File: src/rtl/alu_sequencer_if.sv
// Signal bundle between the ALU sequencer and its switches, buttons, external ALU and display.
// The sequencer takes the slave side; whatever drives the switches and hosts the ALU takes the master side.
interface alu_sequencer_if #(
    parameter int WIDTH     = 4,
    parameter int SEL_WIDTH = 4
);
    logic [WIDTH-1:0]     sw;
    logic                 btn_next;
    logic                 btn_clear;
    logic [WIDTH-1:0]     alu_a;
    logic [WIDTH-1:0]     alu_b;
    logic [SEL_WIDTH-1:0] alu_sel;
    logic [WIDTH-1:0]     alu_result;
    logic [4:0]           alu_flags;
    logic [WIDTH-1:0]     disp_value;
    logic [4:0]           disp_flags;
    logic [2:0]           state_code;
    logic                 busy;
    logic                 done;
    logic [7:0]           op_count;

    modport slave (
        input  sw, btn_next, btn_clear, alu_result, alu_flags,
        output alu_a, alu_b, alu_sel, disp_value, disp_flags,
               state_code, busy, done, op_count
    );

    modport master (
        output sw, btn_next, btn_clear, alu_result, alu_flags,
        input  alu_a, alu_b, alu_sel, disp_value, disp_flags,
               state_code, busy, done, op_count
    );
endinterface

File: src/rtl/alu_sequencer.sv
// Steps a user through entering A, B and an opcode on switches, holds them on an external ALU
// for EXEC_CYCLES cycles, then captures and displays the result and flags.
module alu_sequencer #(
    parameter int WIDTH       = 4,
    parameter int SEL_WIDTH   = 4,
    parameter int EXEC_CYCLES = 2
) (
    input logic           clk,
    input logic           rst,
    alu_sequencer_if.slave bus
);
    typedef enum logic [2:0] {
        S_A    = 3'd0,
        S_B    = 3'd1,
        S_OP   = 3'd2,
        S_EXEC = 3'd3,
        S_SHOW = 3'd4
    } state_e;

    localparam logic [3:0] EXEC_LOAD = 4'(EXEC_CYCLES - 1);

    state_e               state_q;
    logic                 btn_prev_q;
    logic [3:0]           exec_cnt_q;
    logic [WIDTH-1:0]     alu_a_q;
    logic [WIDTH-1:0]     alu_b_q;
    logic [SEL_WIDTH-1:0] alu_sel_q;
    logic [WIDTH-1:0]     result_q;
    logic [4:0]           flags_q;
    logic                 busy_q;
    logic                 done_q;
    logic [7:0]           op_count_q;

    logic                 next_edge;
    logic [7:0]           op_count_d;

    assign next_edge  = bus.btn_next & ~btn_prev_q;
    assign op_count_d = op_count_q + 8'd1;

    // The edge-detect register keeps tracking the button in every state, so a press held
    // through S_EXEC cannot turn into a late advance once the result is showing.
    always_ff @(posedge clk) begin
        if (rst) begin
            state_q    <= S_A;
            btn_prev_q <= 1'b0;
            exec_cnt_q <= '0;
            alu_a_q    <= '0;
            alu_b_q    <= '0;
            alu_sel_q  <= '0;
            result_q   <= '0;
            flags_q    <= '0;
            busy_q     <= 1'b0;
            done_q     <= 1'b0;
            op_count_q <= '0;
        end else begin
            btn_prev_q <= bus.btn_next;
            done_q     <= 1'b0;
            if (bus.btn_clear) begin
                state_q    <= S_A;
                exec_cnt_q <= '0;
                alu_a_q    <= '0;
                alu_b_q    <= '0;
                alu_sel_q  <= '0;
                result_q   <= '0;
                flags_q    <= '0;
                busy_q     <= 1'b0;
            end else begin
                case (state_q)
                    S_A: begin
                        if (next_edge) begin
                            alu_a_q <= bus.sw;
                            state_q <= S_B;
                        end
                    end
                    S_B: begin
                        if (next_edge) begin
                            alu_b_q <= bus.sw;
                            state_q <= S_OP;
                        end
                    end
                    S_OP: begin
                        if (next_edge) begin
                            alu_sel_q  <= SEL_WIDTH'(bus.sw);
                            exec_cnt_q <= EXEC_LOAD;
                            busy_q     <= 1'b1;
                            state_q    <= S_EXEC;
                        end
                    end
                    S_EXEC: begin
                        if (exec_cnt_q == 4'd0) begin
                            result_q   <= bus.alu_result;
                            flags_q    <= bus.alu_flags;
                            done_q     <= 1'b1;
                            op_count_q <= op_count_d;
                            busy_q     <= 1'b0;
                            state_q    <= S_SHOW;
                        end else begin
                            exec_cnt_q <= exec_cnt_q - 4'd1;
                        end
                    end
                    S_SHOW: begin
                        if (next_edge) begin
                            state_q <= S_A;
                        end
                    end
                    default: state_q <= S_A;
                endcase
            end
        end
    end

    // While operands are being entered the display echoes the switches.
    assign bus.disp_value = (state_q == S_EXEC || state_q == S_SHOW) ? result_q : bus.sw;
    assign bus.alu_a      = alu_a_q;
    assign bus.alu_b      = alu_b_q;
    assign bus.alu_sel    = alu_sel_q;
    assign bus.disp_flags = flags_q;
    assign bus.state_code = state_q;
    assign bus.busy       = busy_q;
    assign bus.done       = done_q;
    assign bus.op_count   = op_count_q;
endmodule

File: src/flat_wrapper.sv
// flat-port wrapper written by rule: the top's interface ports become plain ports
module alu_sequencer_flat 
#(
    parameter int WIDTH       = 4,
    parameter int SEL_WIDTH   = 4,
    parameter int EXEC_CYCLES = 2
)
  (clk, rst, bus_sw, bus_btn_next, bus_btn_clear, bus_alu_result, bus_alu_flags, bus_alu_a, bus_alu_b, bus_alu_sel, bus_disp_value, bus_disp_flags, bus_state_code, bus_busy, bus_done, bus_op_count);
  alu_sequencer_if #(.WIDTH(WIDTH), .SEL_WIDTH(SEL_WIDTH)) bus_i ();
  input logic clk;
  input logic rst;
  input wire logic [$bits(bus_i.sw)-1:0] bus_sw;
  input wire logic [$bits(bus_i.btn_next)-1:0] bus_btn_next;
  input wire logic [$bits(bus_i.btn_clear)-1:0] bus_btn_clear;
  input wire logic [$bits(bus_i.alu_result)-1:0] bus_alu_result;
  input wire logic [$bits(bus_i.alu_flags)-1:0] bus_alu_flags;
  output wire logic [$bits(bus_i.alu_a)-1:0] bus_alu_a;
  output wire logic [$bits(bus_i.alu_b)-1:0] bus_alu_b;
  output wire logic [$bits(bus_i.alu_sel)-1:0] bus_alu_sel;
  output wire logic [$bits(bus_i.disp_value)-1:0] bus_disp_value;
  output wire logic [$bits(bus_i.disp_flags)-1:0] bus_disp_flags;
  output wire logic [$bits(bus_i.state_code)-1:0] bus_state_code;
  output wire logic [$bits(bus_i.busy)-1:0] bus_busy;
  output wire logic [$bits(bus_i.done)-1:0] bus_done;
  output wire logic [$bits(bus_i.op_count)-1:0] bus_op_count;
  assign bus_i.sw = bus_sw;
  assign bus_i.btn_next = bus_btn_next;
  assign bus_i.btn_clear = bus_btn_clear;
  assign bus_i.alu_result = bus_alu_result;
  assign bus_i.alu_flags = bus_alu_flags;
  assign bus_alu_a = bus_i.alu_a;
  assign bus_alu_b = bus_i.alu_b;
  assign bus_alu_sel = bus_i.alu_sel;
  assign bus_disp_value = bus_i.disp_value;
  assign bus_disp_flags = bus_i.disp_flags;
  assign bus_state_code = bus_i.state_code;
  assign bus_busy = bus_i.busy;
  assign bus_done = bus_i.done;
  assign bus_op_count = bus_i.op_count;
  alu_sequencer #(.WIDTH(WIDTH), .SEL_WIDTH(SEL_WIDTH), .EXEC_CYCLES(EXEC_CYCLES)) u_core (.clk(clk), .rst(rst), .bus(bus_i));
endmodule
File: config.mk
export PLATFORM = sky130hd
export DESIGN_NAME = alu_sequencer_flat
export DESIGN_NICKNAME = d
export VERILOG_FILES = /design/src/rtl/alu_sequencer_if.sv /design/src/rtl/alu_sequencer.sv /design/src/flat_wrapper.sv
export SDC_FILE = /design/constraint.sdc
export NUM_CORES = 1
export LEC_CHECK = 0
export ABC_CLOCK_PERIOD_IN_PS = 1710
export BUFFER_PORTS_ARGS = -buffer_cell sky130_fd_sc_hd__buf_2
export CAP_MARGIN = 30
export CORE_MARGIN = 2
export CORE_UTILIZATION = 47
export CTS_CLUSTER_DIAMETER = 50
export DETAILED_ROUTE_END_ITERATION = 10
export PLACE_DENSITY = 0.73
export SLEW_MARGIN = 25
export SYNTH_ARGS = -nofsm -noshare
export SYNTH_HDL_FRONTEND = slang
export SYNTH_SLANG_ARGS = --single-unit
export TNS_END_PERCENT = 5
File: constraint.sdc
create_clock -name clk -period 1.71 [get_ports clk]
set_input_delay 0.171 -clock clk [delete_from_list [all_inputs] [get_ports clk]]
set_output_delay 0.171 -clock clk [all_outputs]
set_load 0.02 [all_outputs]
==> results.yml, run 1 <==
synth:
  synth_fp_nets: 247
  synth_area_um2: 1870
  synth-seq-area-share_pct: 41.7
  ys_ff_latch: 39
  synth.distinct_cells: 37
  synth-warning-count: 0
  syn_inst: 227
  avgSynthCellArea_um2: 8.25
timing:
  worst_pin_slew_ns: 0.506
  maxSlewViolCount: 0
  rsz0062_at_grt: "yes"
  fin_crit_sh_pct: 103
  fin_ws_ns: -0.0519
  setup_viol: 3
  final.setup.tns_ns: -0.0688
  finClkSkew_ns: 0.00796
  report.final.hold_viol_count: 0
  slew-limit-headroom_pct: 66.1
  hold_ws_ns: 0.119
  fmax_mhz: 568
  min_period_ns: 1.76
setup_path:
  crit_fanout: 8
  startpoint: "u_core.bus.state_code[1]"
  crit_type: "reg -> out"
  critPathLaunchType: "register"
  crit_chain: "buf_4 -> and3b_1 -> a21oi_2 -> mux2_4 -> buf_6"
  crit_arrival_ns: 1.59
  critical_path.max_stage_delay_ns: 0.37
  r2r-start: "u_core.bus.state_code[2]"
  required_ns: 1.54
  endpoint_kind: "output pin"
  slowest_stage: "dfxtp_4"
finish:
  most-common-layout-cells: "buf_2 (46), dfxtp_1 (36), a21oi_1 (28)"
  diodes: 0
  seq_area_um2: 792
  multi_input_area_um2: 1160
  final_common_cell: "buf_2"
  design_area_um2: 2650
  finalNonFillerCells: 342
  fill_cells: 312
  nets: 313
  drive_gt1_share_pct: 41.5
  syn2layout_area_growth_pct: 41.5
clock_network:
  cts.sink_count: 39
  clk_pin_slew_ns: 0.08
  clk_latency_ns: 0.30
  cts-root-buf: "clkbuf_8"
  htree_levels: 2
  clk_path_buf_depth: 2
  cts_tree: "done"
  hold_buffers: 0
  cts_made_buffers: 5
grt:
  grt_remaining_overflow: 0
  grt_use_total_pct: 25.1
  grt_max_degree: 28
  antenna_found_initial: 0
  grt_pass1_wl_um: 8600
  grt_pass1_vias: 1902
pwr:
  ir_worst_vdd_uv: 685
  power.leakage_nw: 1.04
  powerDensity_nw_per_um2: 711
  power_mw: 1.88
routing:
  vias_per_cell: 5.87
  wirelength_um: 5300
  drt-initial-drc-count: 133
  dr.pass1.iters: 4
  num_vias: 2008
  drc: 0
  ant_nets: 0
  wl_per_cell_um: 15.5
placed_design:
  port_buffers: 50
  dp.cells: 328
  hpwl_um: 3320
  place.gp.congestion: 0.806
  placed_area_um2: 2290
run_status:
  status: "complete, but fails checks"
  violations: "setup timing"
floorplanning:
  core-area_um2: 3740
  dieArea_um2: 4500
  num_rows: 22
  fp.dieW_um: 67.1
  io_pins: 51
  fp.dieH_um: 67.1
  initial_core_util_pct: 50.0
hold_path:
  min_path_type: "in -> reg"
  worstHoldStart: "bus_alu_result[2]"
job:
  drv_cap: 0
## layer usage
metal	track usage [%]	up-vias	part of all wire [%]
met4	9.18	0	2.1
met3	7.09	13	7.1
met5	0	-	0
li1	-	970	-
met1	32.3	947	44
met2	39.9	78	46
## area by class of cell
cell class              count  area share (%)
multi-input cells         166            43.9
clock inverters             2            1.32
inverters                   6           0.992
repair buffers             75            18.5
well taps                  48            2.27
clock buffers               6            3.12
flip-flops and latches     39            29.9
## worst paths after layout
kind | slack, ns | depth (start not counted) | end
max | -0.05 | 5 | bus_disp_value[3]
max reg2reg | 0.04 | 4 | u_core.bus.alu_sel[2]
min reg2reg | 0.48 | 2 | u_core.bus.alu_b[2]
min | 0.12 | 3 | u_core.result_q[2]
## flip-flops by register name (all words and copies together), names as in the netlist
register / cells
u_core.btn_prev_q: 1
u_core.bus.busy: 1
u_core.bus.state_code: 3
u_core.bus.alu_b: 4
u_core.bus.alu_a: 4
u_core.bus.alu_sel: 4
u_core.result_q: 4
u_core.bus.done: 1
u_core.exec_cnt_q: 4
u_core.bus.disp_flags: 5
u_core.bus.op_count: 8
## synthesized netlist by cell type, drive strengths merged
| cell | count | area (um^2) |
|---|---|---|
| a211oi | 8 | 60.1 |
| a21oi | 34 | 170 |
| a31oi | 1 | 6.26 |
| a41o | 1 | 10.0 |
| and3b | 1 | 8.76 |
| buf | 4 | 20.0 |
| clkbuf | 13 | 50.0 |
| dfxtp | 39 | 781 |
| ha | 3 | 37.5 |
| inv | 6 | 22.5 |
| mux2 | 4 | 45.0 |
| mux2i | 1 | 10.0 |
| nand2 | 4 | 15.0 |
| nand2b | 6 | 37.5 |
| nand3 | 27 | 135 |
| nand3b | 1 | 7.51 |
| nand4 | 1 | 6.26 |
| nand4b | 1 | 8.76 |
| nand4bb | 1 | 11.3 |
| nor2 | 7 | 26.3 |
| nor2b | 6 | 37.5 |
| nor3b | 2 | 20.0 |
| nor4 | 4 | 25.0 |
| nor4b | 1 | 8.76 |
| o21ai | 28 | 140 |
| o22ai | 3 | 18.8 |
| o31ai | 4 | 30.0 |
| or2 | 3 | 18.8 |
| or3 | 2 | 12.5 |
| or3b | 5 | 43.8 |
| or4 | 5 | 37.5 |
| or4b | 1 | 10.0 |
## logic make-up (layout without fill, tap and decap cells)
kind of cell | count (synthesis) | after routing | synth area share, %
and+or+nand+nor | 78 | 79 | 25.1
DFF | 39 | 39 | 41.7
AOI/OAI and AO/OA | 79 | 79 | 23.3
buffers and inverters | 23 | 89 | 4.95
muxes | 5 | 5 | 2.94
adders and majority gates | 3 | 3 | 2.01
## worst max-delay path, delay by kind of cell, from the launching register on
kind                   cells  cell delay, ns
AOI/OAI and AO/OA          1            0.12
and+or+nand+nor            1            0.19
DFF                        1            0.37
buffers and inverters      2            0.29
muxes                      1            0.32
## through the flow
| step | worst slack [ns] | utilization [%] |
|---|---|---|
| after floorplan | -0.0366 | - |
| after global placement | -0.0731 | 61.2 |
| after detailed placement | -0.136 | 61.2 |
| after CTS | -0.0612 | 68.4 |
| after global routing | -0.0977 | 70.8 |
| final | -0.0519 | 70.8 |
## what timing repair did
action	4_1_cts	5_1_grt
pin swaps	3	10
buffers inserted	3	1
gates cloned	1	1
setup endpoints to repair	11	19
gates resized for setup	28	18
## report_power, final
group | internal, mW | switching [mW]
clock | 0.472 | 0.335
combinational | 0.0674 | 0.0953
sequential | 0.910 | 0.00470
total | 1.45 | 0.435
No activity file was read; power rests on OpenSTA's default activity.
==> inputs of run 2 (changes only) <==
--- a/config.mk
+++ b/config.mk
@@ -11,6 +11,8 @@
 export CORE_MARGIN = 2
-export CORE_UTILIZATION = 47
+export CORE_UTILIZATION = 49
+export CTS_BUF_LIST = sky130_fd_sc_hd__clkbuf_8
 export CTS_CLUSTER_DIAMETER = 50
 export DETAILED_ROUTE_END_ITERATION = 10
-export PLACE_DENSITY = 0.73
+export PLACE_DENSITY = 0.75
+export SETUP_SLACK_MARGIN = 0.1
 export SLEW_MARGIN = 25
--- a/constraint.sdc
+++ b/constraint.sdc
@@ -3,2 +3,2 @@
 set_output_delay 0.171 -clock clk [all_outputs]
-set_load 0.02 [all_outputs]
+set_load 0.005 [all_outputs]
==> results.yml, run 2 (synthesis results as in run 1) <==
clock_network:
  cts-root-buf: "clkbuf_8"
  htree_levels: 2
  clk_pin_slew_ns: 0.07
  clk_latency_ns: 0.30
  cts_made_buffers: 5
  cts_tree: "done"
  clk_path_buf_depth: 2
  cts.sink_count: 39
grt:
  grt_pass1_wl_um: 8410
  grt_max_degree: 28
  antenna_found_initial: 0
  grt_remaining_overflow: 0
  grt_use_total_pct: 25.1
  grt_pass1_vias: 1936
finish:
  drive_gt1_share_pct: 50.3
  most-common-layout-cells: "buf_2 (49), dfxtp_1 (34), nand3_1 (27), buf_4 (27), a21oi_1 (24)"
  diodes: 0
  finalNonFillerCells: 352
  largest_reg_flops: 8
  finish.utilization_pct: 75.5
  syn2layout_area_growth_pct: 47.7
  nets: 323
  final_common_cell: "buf_2"
setup_path:
  crit_chain: "buf_6 -> and3b_1 -> a21oi_2 -> mux2_4 -> buf_6"
  slowest_stage: "dfxtp_4"
  crit_arrival_ns: 1.53
  critical_path.max_stage_delay_ns: 0.36
  crit_type: "reg -> out"
  crit_fanout: 5
  endpoint_kind: "output pin"
  crit_top_cell: "buf_6"
  required_ns: 1.54
  critPathLaunchType: "register"
pwr:
  ir_worst_vdd_uv: 518
  powerDensity_nw_per_um2: 634
  power.leakage_nw: 1.10
  power_mw: 1.75
timing:
  worst_pin_slew_ns: 0.554
  min_period_ns: 1.70
  report.final.hold_viol_count: 0
  setup_viol: 0
  rsz0062_at_grt: "yes"
  slew-limit-headroom_pct: 63.1
  fin_ws_ns: 0.0139
  finClkSkew_ns: 0.00499
  fin_crit_sh_pct: 99.2
  maxSlewViolCount: 0
  fmax_mhz: 590
  hold_ws_ns: 0.122
placed_design:
  hpwl_um: 3220
  place.gp.congestion: 0.851
  port_buffers: 50
  dp_slack_ns: -0.131
  dp.cells: 329
floorplanning:
  dieArea_um2: 4330
  io_pins: 51
  initial_core_util_pct: 51.1
  fp.dieH_um: 65.8
  core-area_um2: 3660
  fp.dieW_um: 65.8
  num_rows: 22
routing:
  drc: 0
  drt-initial-drc-count: 227
  ant_nets: 0
  vias_per_cell: 5.84
  dr.pass1.iters: 4
  wl_per_cell_um: 15.6
  num_vias: 2057
  wirelength_um: 5490
job:
  drv_cap: 0
run_status:
  status: "finished clean"
hold_path:
  min_path_type: "in -> reg"
[run 2: critical path: cells and delay by family, from the launching register on]
family	cells	cell delay, ns
DFF	1	0.36
and+or+nand+nor	1	0.19
muxes	1	0.31
AOI/OAI and AO/OA	1	0.12
buffers and inverters	2	0.24
[run 2: path summary, 6_finish.rpt]
check                           start                       end  slack, ns  cells past startpoint
min                  bus_alu_flags[0]  u_core.bus.disp_flags[0]       0.12                      3
max reg2reg      u_core.exec_cnt_q[0]    u_core.bus.op_count[6]       0.05                      5
min reg2reg        u_core.result_q[3]        u_core.result_q[3]       0.46                      2
max          u_core.bus.state_code[1]         bus_disp_value[3]       0.01                      5
[run 2: area by class of cell]
type	instances	area, um^2
clock buffers	7	96.3
clock inverters	1	3.75
fillers	258	896
inverters	6	26.3
multi-input cells	166	1220
flip-flops and latches	39	792
well taps	48	60.1
repair buffers	85	562
[run 2: layer usage]
metal,vias up,share of wire (%),global-route usage [%]
li1,989,-,-
met1,980,42,30.2
met2,71,50,42.3
met3,17,5.6,5.79
met4,0,2.0,11.5
met5,-,0,0
[run 2: where the power goes]
| group | switching, mW | internal (mW) | leakage, nW |
|---|---|---|---|
| combinational | 0.0841 | 0.0640 | 0.722 |
| sequential | 0.00545 | 0.911 | 0.318 |
| clock | 0.325 | 0.362 | 0.0557 |
[run 2: what timing repair did]
| item | 4_1_cts | 5_1_grt |
|---|---|---|
| setup buffers | 9 | 5 |
| gates resized for setup | 25 | 60 |
| hold buffers | 0 | 0 |
| setup endpoints to repair | 25 | 32 |
| cloned | 1 | 0 |
| pin swaps | 11 | 31 |
| hold endpoints to repair | 0 | 0 |
[run 2: through the flow]
| stage | instance area [um^2] | setup TNS (ns) |
|---|---|---|
| 2_1_floorplan | 1890 | -0.00677 |
| 3_3_place_gp | 2290 | -0.318 |
| 3_5_place_dp | 2290 | -0.524 |
| 4_1_cts | 2530 | 0 |
| 5_1_grt | 2770 | -0.102 |
| 6_report | 2770 | 0 |
==> inputs of run 3 (changes only) <==
- CORE_ASPECT_RATIO: not set -> 0.7
- TNS_END_PERCENT: 5 -> 1
==> results.yml, run 3 (synthesis results as in run 1) <==
pwr:
  power.leakage_nw: 1.03
  p_seq_share_pct: 52.7
  ir_worst_vdd_uv: 468
  sw_frac_of_total_pct: 23.3
  p_sw_mw: 0.405
  powerDensity_nw_per_um2: 672
  clockPowerShare_pct: 39.1
  p_int_mw: 1.34
  comb_power_share_pct: 8.3
placed_design:
  hpwl_um: 3410
  placed_area_um2: 2280
  dp.cells: 330
  port_buffers: 50
  place.gp.congestion: 0.838
finish:
  largest_reg_flops: 8
  most-common-layout-cells: "buf_2 (49), dfxtp_1 (34), o21ai_0 (27), nand3_1 (27), a21oi_1 (27)"
  drive_gt1_share_pct: 41.5
  nets: 313
  finish.utilization_pct: 72.3
  final_common_cell: "buf_2"
  diodes: 0
  fill_cells: 276
  syn2layout_area_growth_pct: 38.4
  finalNonFillerCells: 344
  design_area_um2: 2590
floorplanning:
  core-area_um2: 3580
  fp.dieW_um: 77.9
  fp.dieH_um: 55.7
  io_pins: 51
  dieArea_um2: 4340
  num_rows: 18
  initial_core_util_pct: 52.3
timing:
  maxSlewViolCount: 0
  finClkSkew_ns: 0.00806
  min_period_ns: 1.77
  fin_crit_sh_pct: 103
  report.final.hold_viol_count: 0
  setup_viol: 1
  rsz0062_at_grt: "yes"
  fmax_mhz: 566
  slew-limit-headroom_pct: 64.4
  fin_ws_ns: -0.0554
  worst_pin_slew_ns: 0.531
setup_path:
  crit_fanout: 7
  slowest_stage: "dfxtp_4"
  required_ns: 1.54
  endpoint_kind: "output pin"
  crit_chain: "buf_6 -> and3b_1 -> a21oi_2 -> mux2_4 -> buf_6"
  critPathLaunchType: "register"
  timing.rr.end: "u_core.bus.op_count[4]"
  rr_worst_depth: 5
  critical_path.max_stage_delay_ns: 0.38
  crit_arrival_ns: 1.59
  crit_type: "reg -> out"
  crit_top_cell: "buf_6"
  r2r_slack_ns: 0.04
  r2r-start: "u_core.exec_cnt_q[0]"
routing:
  drt-met1-wl_um: 2360
  wl_met2_um: 2340
  wl_per_cell_um: 15.3
  wl_met3_um: 500
  ant_nets: 0
  drc: 0
  top_layer: "met4"
  dr.pass1.iters: 4
  vias_per_cell: 5.71
  num_vias: 1963
  wirelength_um: 5260
  drt-initial-drc-count: 152
run_status:
  violations: "setup timing"
  status: "complete, but fails checks"
grt:
  grt_pass1_vias: 1748
  grt_remaining_overflow: 0
  antenna_found_initial: 0
  grt_pass1_wl_um: 8340
  grt_max_degree: 17
  grt_use_total_pct: 24.1
clock_network:
  htree_levels: 2
  cts_made_buffers: 5
  clk_pin_slew_ns: 0.08
  cts-root-buf: "clkbuf_8"
  clk_path_buf_depth: 2
  clk_latency_ns: 0.30
  cts.sink_count: 39
  cts_tree: "done"
hold_path:
  holdPathEnd: "u_core.bus.disp_flags[1]"
  min_path_type: "in -> reg"
  worstHoldStart: "bus_alu_flags[1]"
  hold-path-cell-count: 3
job:
  drv_cap: 0
[run 3: cell types whose count changed in the layout (fill, tap and decap cells not counted), sizes merged]
cell	previous run	this run
buf	85	75
[run 3: stage by stage]
stage	setup WS (ns)	power, mW	hold slack (ns)	setup TNS, ns
CTS	-0.0131	1.74	0.116	-0.0419
detailed placement	-0.126	1.07	0.433	-0.603
global route	-0.0749	1.80	0.140	-0.110
floorplan	-0.00677	1.01	0.299	-0.00677
finish	-0.0554	1.74	0.122	-0.0554
global placement	-0.0935	1.06	0.424	-0.348
[run 3: how the worst max path moves through the flow]
stage,startpoint,endpoint,slack (ns),cells after the start
after floorplan,u_core.exec_cnt_q[0],u_core.bus.op_count[5],-0.007,6
after global placement,u_core.exec_cnt_q[1],u_core.bus.op_count[5],-0.09,5
after detailed placement,u_core.exec_cnt_q[1],u_core.bus.op_count[6],-0.13,5
after CTS,u_core.bus.state_code[0],bus_disp_value[3],-0.01,5
after global routing,u_core.bus.state_code[1],bus_disp_value[3],-0.07,5
final,u_core.bus.state_code[1],bus_disp_value[3],-0.06,5
[run 3: per-layer routing]
layer | global-route usage [%] | vias up
met5 | 0 | -
met4 | 8.16 | 0
met3 | 5.84 | 8
met2 | 34.6 | 87
met1 | 35.2 | 900
li1 | - | 968
[run 3: layout make-up]
| class | instances | area (um^2) | area share [%] |
|---|---|---|---|
| clock buffers | 7 | 96.3 | 3.72 |
| inverters | 6 | 26.3 | 1.01 |
| flip-flops and latches | 39 | 792 | 30.6 |
| multi-input cells | 166 | 1150 | 44.3 |
| well taps | 50 | 62.6 | 2.42 |
| clock inverters | 1 | 3.75 | 0.145 |
| repair buffers | 75 | 463 | 17.9 |
[run 3: power groups by stage]
stage | clock network (mW) | logic [mW] | registers, mW
global placement | 0 | 0.123 | 0.940
global route | 0.731 | 0.155 | 0.917
floorplan | 0 | 0.0668 | 0.940
CTS | 0.689 | 0.132 | 0.916
detailed placement | 0 | 0.125 | 0.940
finish | 0.680 | 0.144 | 0.917
[run 3: repair_timing]
action	CTS	global route
pin swaps	11	7
hold buffers	0	0
endpoints found under the setup margin	25	18
gates cloned	1	0
buffers inserted	4	1
hold endpoints to repair	0	0
resized for setup	21	20
[run 3: worst max-delay path, delay by kind of cell, from the launching register on]
family                 cells  cell delay (ns)
buffers and inverters      2             0.25
and+or+nand+nor            1             0.20
AOI/OAI and AO/OA          1             0.14
DFF                        1             0.38
muxes                      1             0.32
